===== src/rtl/hazard_control.sv =====
// hazard_control: pipeline stall/flush arbitration with a RUN/DWAIT/HALTED
// FSM and saturating stall and redirect counters.
module hazard_control (
  input  logic        CLK,
  input  logic        nRST,
  input  logic        ihit,
  input  logic        dhit,
  input  logic        dREN_MEM,
  input  logic        dWEN_MEM,
  input  logic        memtoReg_EX,
  input  logic        RegWr_EX,
  input  logic [4:0]  wsel_EX,
  input  logic [4:0]  rs_ID,
  input  logic [4:0]  rt_ID,
  input  logic        redirect_EX,
  input  logic        halt_WB,
  output logic        pc_en,
  output logic        ifid_enable,
  output logic        ifid_flush,
  output logic        idex_enable,
  output logic        idex_flush,
  output logic        exmem_enable,
  output logic        memwb_enable,
  output logic        halted,
  output logic [15:0] stall_cnt,
  output logic [15:0] flush_cnt
);
  typedef enum logic [1:0] {RUN, DWAIT, HALTED} state_t;
  state_t      state_q, state_d;
  logic        halted_q, halted_d;
  logic [15:0] stall_cnt_q, stall_cnt_d, flush_cnt_q, flush_cnt_d;
  logic        dstall, lu, hold, redir, bubble;
  assign dstall = (dREN_MEM | dWEN_MEM) & ~dhit;
  assign lu = memtoReg_EX & RegWr_EX & (wsel_EX != 5'd0) & (wsel_EX == rs_ID | wsel_EX == rt_ID);
  // While nRST is low only the ihit fetch bubble may shape the outputs.
  assign hold   = nRST & (state_q == HALTED | halt_WB | dstall);
  assign redir  = nRST & ~hold & redirect_EX;
  assign bubble = ~hold & ~redir & ((nRST & lu) | ~ihit);
  assign pc_en        = ~hold & ~bubble;
  assign ifid_enable  = ~hold & ~bubble;
  assign ifid_flush   = redir;
  assign idex_enable  = ~hold;
  assign idex_flush   = redir | bubble;
  assign exmem_enable = ~hold;
  assign memwb_enable = ~hold;
  assign halted       = halted_q;
  assign stall_cnt    = stall_cnt_q;
  assign flush_cnt    = flush_cnt_q;
  always_comb begin
    state_d = state_q == HALTED ? HALTED :
              (dstall | (state_q == DWAIT & ~dhit)) ? DWAIT :
              halt_WB ? HALTED : RUN;
    halted_d = state_d == HALTED;
    stall_cnt_d = (~pc_en & state_q != HALTED & stall_cnt_q != 16'hFFFF) ? stall_cnt_q + 16'd1 : stall_cnt_q;
    flush_cnt_d = (redir & flush_cnt_q != 16'hFFFF) ? flush_cnt_q + 16'd1 : flush_cnt_q;
  end
  always_ff @(posedge CLK or negedge nRST) begin
    if (!nRST) begin
      state_q     <= RUN;
      halted_q    <= 1'b0;
      stall_cnt_q <= 16'd0;
      flush_cnt_q <= 16'd0;
    end else begin
      state_q     <= state_d;
      halted_q    <= halted_d;
      stall_cnt_q <= stall_cnt_d;
      flush_cnt_q <= flush_cnt_d;
    end
  end
endmodule


===== config.mk =====
export PLATFORM = sky130hd
export DESIGN_NAME = hazard_control
export DESIGN_NICKNAME = d
export VERILOG_FILES = /design/src/rtl/hazard_control.sv
export SDC_FILE = /design/constraint.sdc
export NUM_CORES = 1
export LEC_CHECK = 0
export CAP_MARGIN = 40
export CORE_UTILIZATION = 45
export DETAILED_ROUTE_END_ITERATION = 8
export GPL_ROUTABILITY_DRIVEN = 0
export PLACE_DENSITY = 0.79
export SKIP_CTS_REPAIR_TIMING = 1
export SLEW_MARGIN = 0
export SYNTH_ARGS = -nofsm -noshare
export SYNTH_HDL_FRONTEND = slang
export SYNTH_SLANG_ARGS = --single-unit
export TNS_END_PERCENT = 5

===== constraint.sdc =====
create_clock -name CLK -period 2.25 [get_ports CLK]
set_input_delay 0.5625 -clock CLK [delete_from_list [all_inputs] [get_ports CLK]]
set_output_delay 0.5625 -clock CLK [all_outputs]
set_load 0.03 [all_outputs]

==> metrics.md, run 1 <==
| Metric | Value |
|---|---|
| Result of the run | finished with violations |
| Violations in the final reports | negative setup slack |
| Timing-limited maximum frequency | 443 MHz |
| Reg2reg start | state_q[1] |
| Sw Pwr | 0.884 mW |
| Wire length per cell after detailed routing | 13.9 um |
| Setup violation total in the final timing report | 1 |
| Number of enable-type register cells in the synthesized netlist | 0 |
| Cell area reported after detailed placement | 2680 sq um |
| Number of sinks on the clock net | 35 |
| Most instantiated flip-flop cell in the synthesis netlist | dfrtp_1 |
| Total internal power | 1.47 mW |
| Power share of the combinational group | 37.4% |
| Fraction of synthesis flops using an asynchronous set or reset pin | 100% |
| Global-route wire length before repair | 7.06 mm |
| Number of max-cap violations | 0 |
| Sequential share of power | 38.3% |
| Number of iterations in the first detailed-routing pass | 4 |
| Synthesized net count | 205 |
| Share of cells above drive strength 1 | 23.3% |
| Origin of the worst setup path | nRST |
| Hold Fails Final Rpt | 0 |
| Slowest cell on crit path | or4_4 |
| Via density | 5.13 |
| Synthesized area per cell | 10.8 sq um |
| Nets | 288 |
| Total Negative Setup Slacks | -0.00747 ns |
| TritonCTS clock tree | done |
| Rows | 23 |
| Min cycle time layout | 2.26 ns |
| Number of DRC markers in iteration 0 | 112 |
| Vias after detailed routing | 1600 |
| Worst Path Arrival | 1.69 ns |
| Capturing element type of the critical path | primary output |
| Power Dens Cells | 817 nW/um^2 |
| Fill cell total of the finished layout | 321 |
| Commonest non-fill, non-tap cell in the layout | dfrtp_1 |
| Largest incremental delay on the critical path | 0.51 ns |
| Ant. Diodes | 0 |
| Clock network fraction of design power | 24.3% |
| Proportion of synthesized chip area in sequential cells | 45.8% |
| Finished layout cell area | 2880 sq um |
| DRC violations left | 0 |
| Antenna violations before repair | 0 |
| DIE AREA | 4520 sq um |
| Count of distinct cell types in the synthesized netlist | 41 |
| Synthesis-to-finish area growth | 50.4% |
| CP Class | in2out |
| Setup repair after global routing missed its margin | yes |
| Maximum number of pins on one net before global-route repair | 32 |
| CTS buffer count | 5 |
| GRT Util Overall | 20.9% |
| Count of warnings emitted by yosys | 0 |
| Clock Skew | 0.00687 ns |
| Yosys reg bits | 35 |
| Number of pins exceeding their max-slew limit in the final report | 0 |
| HPWL reported at the end of detailed placement | 3.17 mm |
| Clock-pin slew of the registers on the worst-case setup and hold paths | 0.08 ns |
| Fraction of power spent switching nets | 37.6% |
| Post-Route WL | 4.33 mm |
| Width of the chip | 67.2 um |
| Number of cells produced by synthesis | 178 |
| Total overflow reported by the global router | 0 |
| Top library cells by usage in the layout, fill and taps aside | dfrtp_1 (35), clkdlybuf4s50_1 (34), xnor2_1 (22) |
| Setup slack of the critical path after layout | -0.00747 ns |
| Ports placed on the boundary | 65 |
| Core area | 4030 sq um |
| CP max FO | 7 |
| Worst-skew pair later-pin latency | 0.29 ns |
| Remaining antenna violation count after routing | 0 |
| Post-synthesis cell area | 1910 sq um |
| Count of buffers from port buffering | 64 |
| Period utilization | 100% |
| Starting utilization of the core area | 47.5% |
| Worst slack at placement | -0.767 ns |
| Tightest slew margin relative to the limit | 73.7% |
| Static power due to leakage | 1.37 nW |
| Hold crit path type | in2async |
| Die Span Y | 67.2 um |
| Clock tree root buffer cell | clkbuf_8 |
| Pin slew with the least headroom to its limit | 0.395 ns |
| Via count of the first global-routing pass | 1595 |
| Clock tree buffer depth | 2 |
| Critical path launch point type | input port |
| VDD IR-drop max | 504 uV |
| Worst Path Required | 1.69 ns |
| CTS H-Tree Depth | 2 |
| Crit path cell chain | buf_2 > buf_4 > nand2_2 > or4_4 > inv_2 > buf_6 |
-- logic make-up (layout without fill, tap and decap cells) --
group	Yosys count	in the layout	share of synthesized area (%)
AND/OR/NAND/NOR	76	76	23.9
XOR/XNOR	38	38	17.4
flip-flops	35	35	45.8
AO/OA/AOI/OAI	15	15	6.80
buffers and inverters	8	92	2.55
multiplexers	4	4	2.35
adder cells (fa/ha/maj)	2	2	1.31
-- cell usage after synthesis (4+ instances only) --
master	count	area, sq um
xnor2_1	22	193
dfrtp_1	35	876
nand2_1	16	60.1
mux2_1	4	45.0
nor3_1	6	30.0
nor2_1	10	37.5
xor2_1	16	140
nand4_1	7	43.8
nor4_2	4	50.1
nand3_1	13	65.1
and3_1	4	25.0
-- state kept, by name, indices dropped and copies added (netlist names) --
signal / flops
stall_cnt: 16
halted: 1
state_q: 2
flush_cnt: 16
-- path summary, 6_finish.rpt --
path / slack, ns / cells past startpoint / end
setup / recovery: -0.007 / 6 / ifid_flush
hold / removal: 0.22 / 2 / stall_cnt[6]
setup reg to reg: 0.22 / 6 / stall_cnt[12]
hold reg to reg: 0.49 / 1 / stall_cnt[15]
max in group asynchronous: 1.62 / 2 / flush_cnt[5]
min in group CLK: 0.49 / 1 / stall_cnt[15]
-- power groups by stage --
stage / Clock [mW] / Combinational (mW) / Sequential [mW]
global placement: 0 / 0.864 / 0.910
detailed placement: 0 / 0.878 / 0.914
CTS: 0.583 / 0.882 / 0.903
global route: 0.610 / 0.950 / 0.921
floorplan: 0 / 0.301 / 1.10
finish: 0.571 / 0.880 / 0.901
-- metrics by stage --
| stage | std cells | total power, mW | utilization, % | hold slack (ns) |
|---|---|---|---|---|
| global route | 312 | 2.48 | 71.5 | 0.221 |
| finish | 312 | 2.35 | 71.5 | 0.223 |
| global placement | 301 | 1.77 | 66.6 | 0.476 |
| detailed placement | 301 | 1.79 | 66.6 | 0.482 |
| CTS | 309 | 2.37 | 69.4 | 0.205 |
| floorplan | 178 | 1.40 | - | 0.267 |
-- layer usage --
| metal | global-route usage (%) | routed length [um] | share of wire [%] |
|---|---|---|---|
| met1 | 26.7 | 1970 | 45 |
| met2 | 33.5 | 2070 | 48 |
| met3 | 4.05 | 194 | 4.5 |
| met4 | 10.6 | 94 | 2.2 |
| met5 | 0 | 0 | 0 |
-- worst max-delay path, delay by kind of cell --
family | cells | cell delay (ns)
and+or+nand+nor | 2 | 0.59
buffers and inverters | 4 | 0.53
-- cell type report --
type,instances,area (sq um),share of cell area (%)
Tap cell,50,62.6,2.17
Clock buffer,5,68.8,2.39
Timing Repair Buffer,80,758,26.3
Inverter,4,15.0,0.522
Multi-Input combinational cell,135,1050,36.6
Sequential cell,35,876,30.4
Clock inverter,3,43.8,1.52
Power figures use the tool's default switching activity.
==> inputs of run 2 (changes only) <==
- GPL_ROUTABILITY_DRIVEN: 0 -> unset
==> results of run 2 <==
Final layout, timing and power as in run 1 (identical DEF).
==> inputs of run 3 (changes only) <==
- HOLD_SLACK_MARGIN: unset -> 0.1
==> results of run 3 <==
Final layout, timing and power as in run 1 (identical DEF).
==> RTL edit 1 (settings of run 2) <==
Register the output `flush_cnt` once more; this adds one clock of latency there. The other outputs are not delayed to match.
--- a/src/rtl/hazard_control.sv
+++ b/src/rtl/hazard_control.sv
@@ -46,5 +46,7 @@
   assign halted       = halted_q;
   assign stall_cnt    = stall_cnt_q;
-  assign flush_cnt    = flush_cnt_q;
+  always_ff @(posedge CLK) begin
+    flush_cnt <= flush_cnt_q;
+  end
   always_comb begin
     state_d = state_q == HALTED ? HALTED :
Function: changed (a bounded check fails within 4 cycles, from zero or initial values and one cycle with nRST low).
==> RTL edit 1 against run 2 <==
- the run still ends with negative setup slack left
- total power increased by 5.7%
- clock power decreased by 3.5%
- die area increased by 16%
- sequential cell count increased by 16
- count of clock-buffer cells in the layout increased by 3
- critical path depth increased by 1
- synthesized cell count increased by 9.0%
- area after synthesis increased by 16%
- routed wire length increased by 3.8%
- design area increased by 12%
- cell count increased by 11%
- setup slack got worse by 230 ps
- register-to-register slack improved by 80 ps
- largest power group unchanged
- highest routed layer unchanged
==> RTL edit 1: results (changes against run 2) <==
status=finished with violations; failing checks=negative setup slack; Final Skew=4.55 ps (-2.32 ps); most frequent cells after synthesis=dfrtp_1, xnor2_1, nand3_1, nand2_1, dfxtp_1; final setup fails=4 (+3); fraction of registers with async set/reset=0.686 (-0.314); final worst slack=-240 ps (-232 ps); Synth Net Count=221 (+7.8%); filler instances=378 (+18%); Iteration-0 DRC Markers=58 (-48%); gr usage total=0.181 (-0.0278); actual slew at the worst max-slew pin=341 ps (-54.4 ps); Worst setup startpoint=dREN_MEM; Pleak=0.00150 µW (+9.3%); flop2flop setup slack=300 ps (+80 ps); syn_area_per_cell=11.5 µm² (+6.7%); dpl cells=337 (+12%); DRT Wirelength=4500 µm (+3.8%); setup_tns=-714 ps (-706 ps); hpwl dp=3230 µm (+1.8%); register share of total power=0.463 (+0.080); sequential element share of the synthesized area=0.537 (+0.0799); first-pass GRT wire length=7330 µm (+3.9%); VDD IR max=0.571 mV (+13%); placed cell areas=3020 µm² (+13%); Avg Vias per Cell=4.87 (-5.0%); Max Fanout on Critical Path=2 (-5)
[RTL edit 1: cell families (layout without fill, tap and decap cells)]
logic type                 count (synthesis)  count (layout)  synth area share
and+or+nand+nor                           80              80             0.208
DFF                                       51              51             0.537
xor gates and xnor gates                  38              38             0.150
AOI/OAI and AO/OA                         12              12            0.0461
buffers and inverters                      7              93            0.0242
muxes                                      4               4            0.0236
adders and majority gates                  2               2            0.0112
[RTL edit 1: layer usage]
layer	part of all wire	wire, µm	vias up	GRT usage
met4	0.016	72	0	0.0784
met2	0.50	2240	45	0.300
li1	-	-	837	-
met1	0.45	2000	800	0.231
met3	0.040	179	9	0.0361
met5	0	0	-	0
[RTL edit 1: cell type report]
| cell class | count | area share |
|---|---|---|
| multi-input cells | 136 | 0.316 |
| repair buffers | 84 | 0.255 |
| inverters | 1 | 0.00117 |
| flip-flops and latches | 51 | 0.371 |
| clock buffers | 8 | 0.0311 |
| well taps | 67 | 0.0260 |
==> RTL edit 2 (config.mk and constraints of run 2) <==
Made on the original files. Reset style: synchronous (`nRST`), changed in one clocked block.
--- a/src/rtl/hazard_control.sv
+++ b/src/rtl/hazard_control.sv
@@ -55,5 +55,5 @@
     flush_cnt_d = (redir & flush_cnt_q != 16'hFFFF) ? flush_cnt_q + 16'd1 : flush_cnt_q;
   end
-  always_ff @(posedge CLK or negedge nRST) begin
+  always_ff @(posedge CLK) begin
     if (!nRST) begin
       state_q     <= RUN;
Check against the original RTL: differs if nRST is asserted again (counterexample within 4 cycles, from zero or initial values and one cycle with nRST low); with nRST held inactive, the same outputs for 10 cycles.
==> RTL edit 2 against run 2 <==
- the run still ends with negative setup slack left
- fmax shrank 5.1%
- sequential share of layout area is 6.5 points lower
- area after synthesis increased by 4.1%
- sequential cell count unchanged
- clock skew rose by 3.1 ps
- register-to-register slack lost 50 ps
- setup slack got worse by 120 ps
- routed wire length up 8.0%
- design area rose by 2.0%
- largest cell class unchanged
- highest routed layer unchanged
Power is not compared: it rests on default switching activity, and its combinational part moved more than twofold at a synthesized area within 25%.
==> RTL edit 2: results (changes against run 2) <==
status=finished with violations; failing checks=negative setup slack; Final Skew=10.0 ps (+3.13 ps); filler instances=330 (+2.8%); final setup fails=4 (+3); DR top layer=met4; first-pass GRT wire length=7380 µm (+4.6%); VDD IR max=~0.45 mV; grt met2 use=0.359 (+0.0241); H-tree level count=2 (unchanged); share of cells above drive strength 1=0.184 (-0.0490); Clock Pin Slew Worst Setup and Hold Paths=60 ps (-20 ps); Critical Path AT=1820 ps (+130 ps); gr usage total=0.205 (-0.00448); final worst slack=-128 ps (-121 ps); Synth Net Count=259 (+26%); DRT Wirelength=4680 µm (+8.0%); DR WL met2=2290 µm (+11%); Clock Latency Late Sink=280 ps; Avg Vias per Cell=5.37 (+4.6%); Max Fanout on Critical Path=2 (-5); gr busiest metal=met2; placed cell areas=2760 µm² (+2.8%); hpwl dp=3380 µm (+6.6%); routing usage on met3=0.0592 (+0.0187); most frequent cells after synthesis=dfxtp_1, nand2_1, xnor2_1, a21oi_1, nand3_1; fraction of registers with async set/reset=0 (-1.00); Critical Path Max Stage Delay=420 ps (-90 ps); vias in the first global route=1728 (+8.3%); metal3 WL=210 µm (+8.2%); Final nets=336 (+17%); gpl congestion=0.743 (-8.5%); Iteration-0 DRC Markers=154 (+38%); largest net degree at the start of global routing=27 (-16%); sequential element share of the synthesized area=0.352 (-0.106); Hold Crit Class=flop to flop; I/O Buffers=64 (unchanged); actual slew at the worst max-slew pin=599 ps (+204 ps); Ys Warns=0 (unchanged); met1 track utilization from global routing=0.246 (-0.0213); Synth area leaders=dfxtp_1, xnor2_1, a21oi_1, nand2_1, nand3_1; Routed met1 length=2140 µm (+9.0%); Netlist cell types=49 (+20%)
-- RTL edit 2: cell count changes after synthesis, moves of 6 or more --
cell     change
dfxtp_1     +35
o31ai_1      +8
a21oi_1     +14
mux2i_1      +6
o21ai_0      +8
dfrtp_1     -35
xor2_1      -14
nand2_1      +6
-- RTL edit 2: area by class of cell --
type	count	area share
Clock inverter	1	0.00171
Tap cell	50	0.0213
Timing Repair Buffer	82	0.282
Clock buffer	7	0.0260
Sequential cell	35	0.239
Inverter	6	0.00853
Multi-Input combinational cell	179	0.421
-- RTL edit 2: metrics by stage --
step | total power, µW | setup WS (ps) | instances | TNS (ps) | hold WS (ps)
global route | 1370 | -169 | 360 | -533 | 509
CTS | 1320 | -603 | 359 | -9920 | 484
floorplan | 792 | -132 | 232 | -155 | 467
global placement | 897 | -591 | 351 | -18440 | 465
detailed placement | 901 | -598 | 351 | -19130 | 476
finish | 1320 | -128 | 360 | -360 | 482
-- RTL edit 2: cells by family after synthesis --
group | count (synthesis) | share of synthesized area
buf+inv | 18 | 0.0471
fa+ha+maj | 2 | 0.0126
simple gates | 105 | 0.304
compound gates | 46 | 0.166
flops | 35 | 0.352
xor+xnor | 20 | 0.0879
mux | 6 | 0.0301
-- RTL edit 2: path summary, 6_finish.rpt --
kind                        to  slack (ps)         start
hold reg to reg   stall_cnt[9]         480  stall_cnt[9]
setup reg to reg  stall_cnt[8]         170    state_q[1]
setup / recovery   ifid_enable        -130      dREN_MEM
hold / removal    stall_cnt[9]         480  stall_cnt[9]
-- RTL edit 2: worst min-delay path, cell delays in order (launching register included) --
cell,delay [ps]
dfxtp_1,330
nand2_1,60
mux2i_1,50
-- RTL edit 2: power by group --
part / internal, µW / switching (µW)
registers: 629 / 10.1
logic: 126 / 128
clock network: 217 / 206
total: 972 / 344
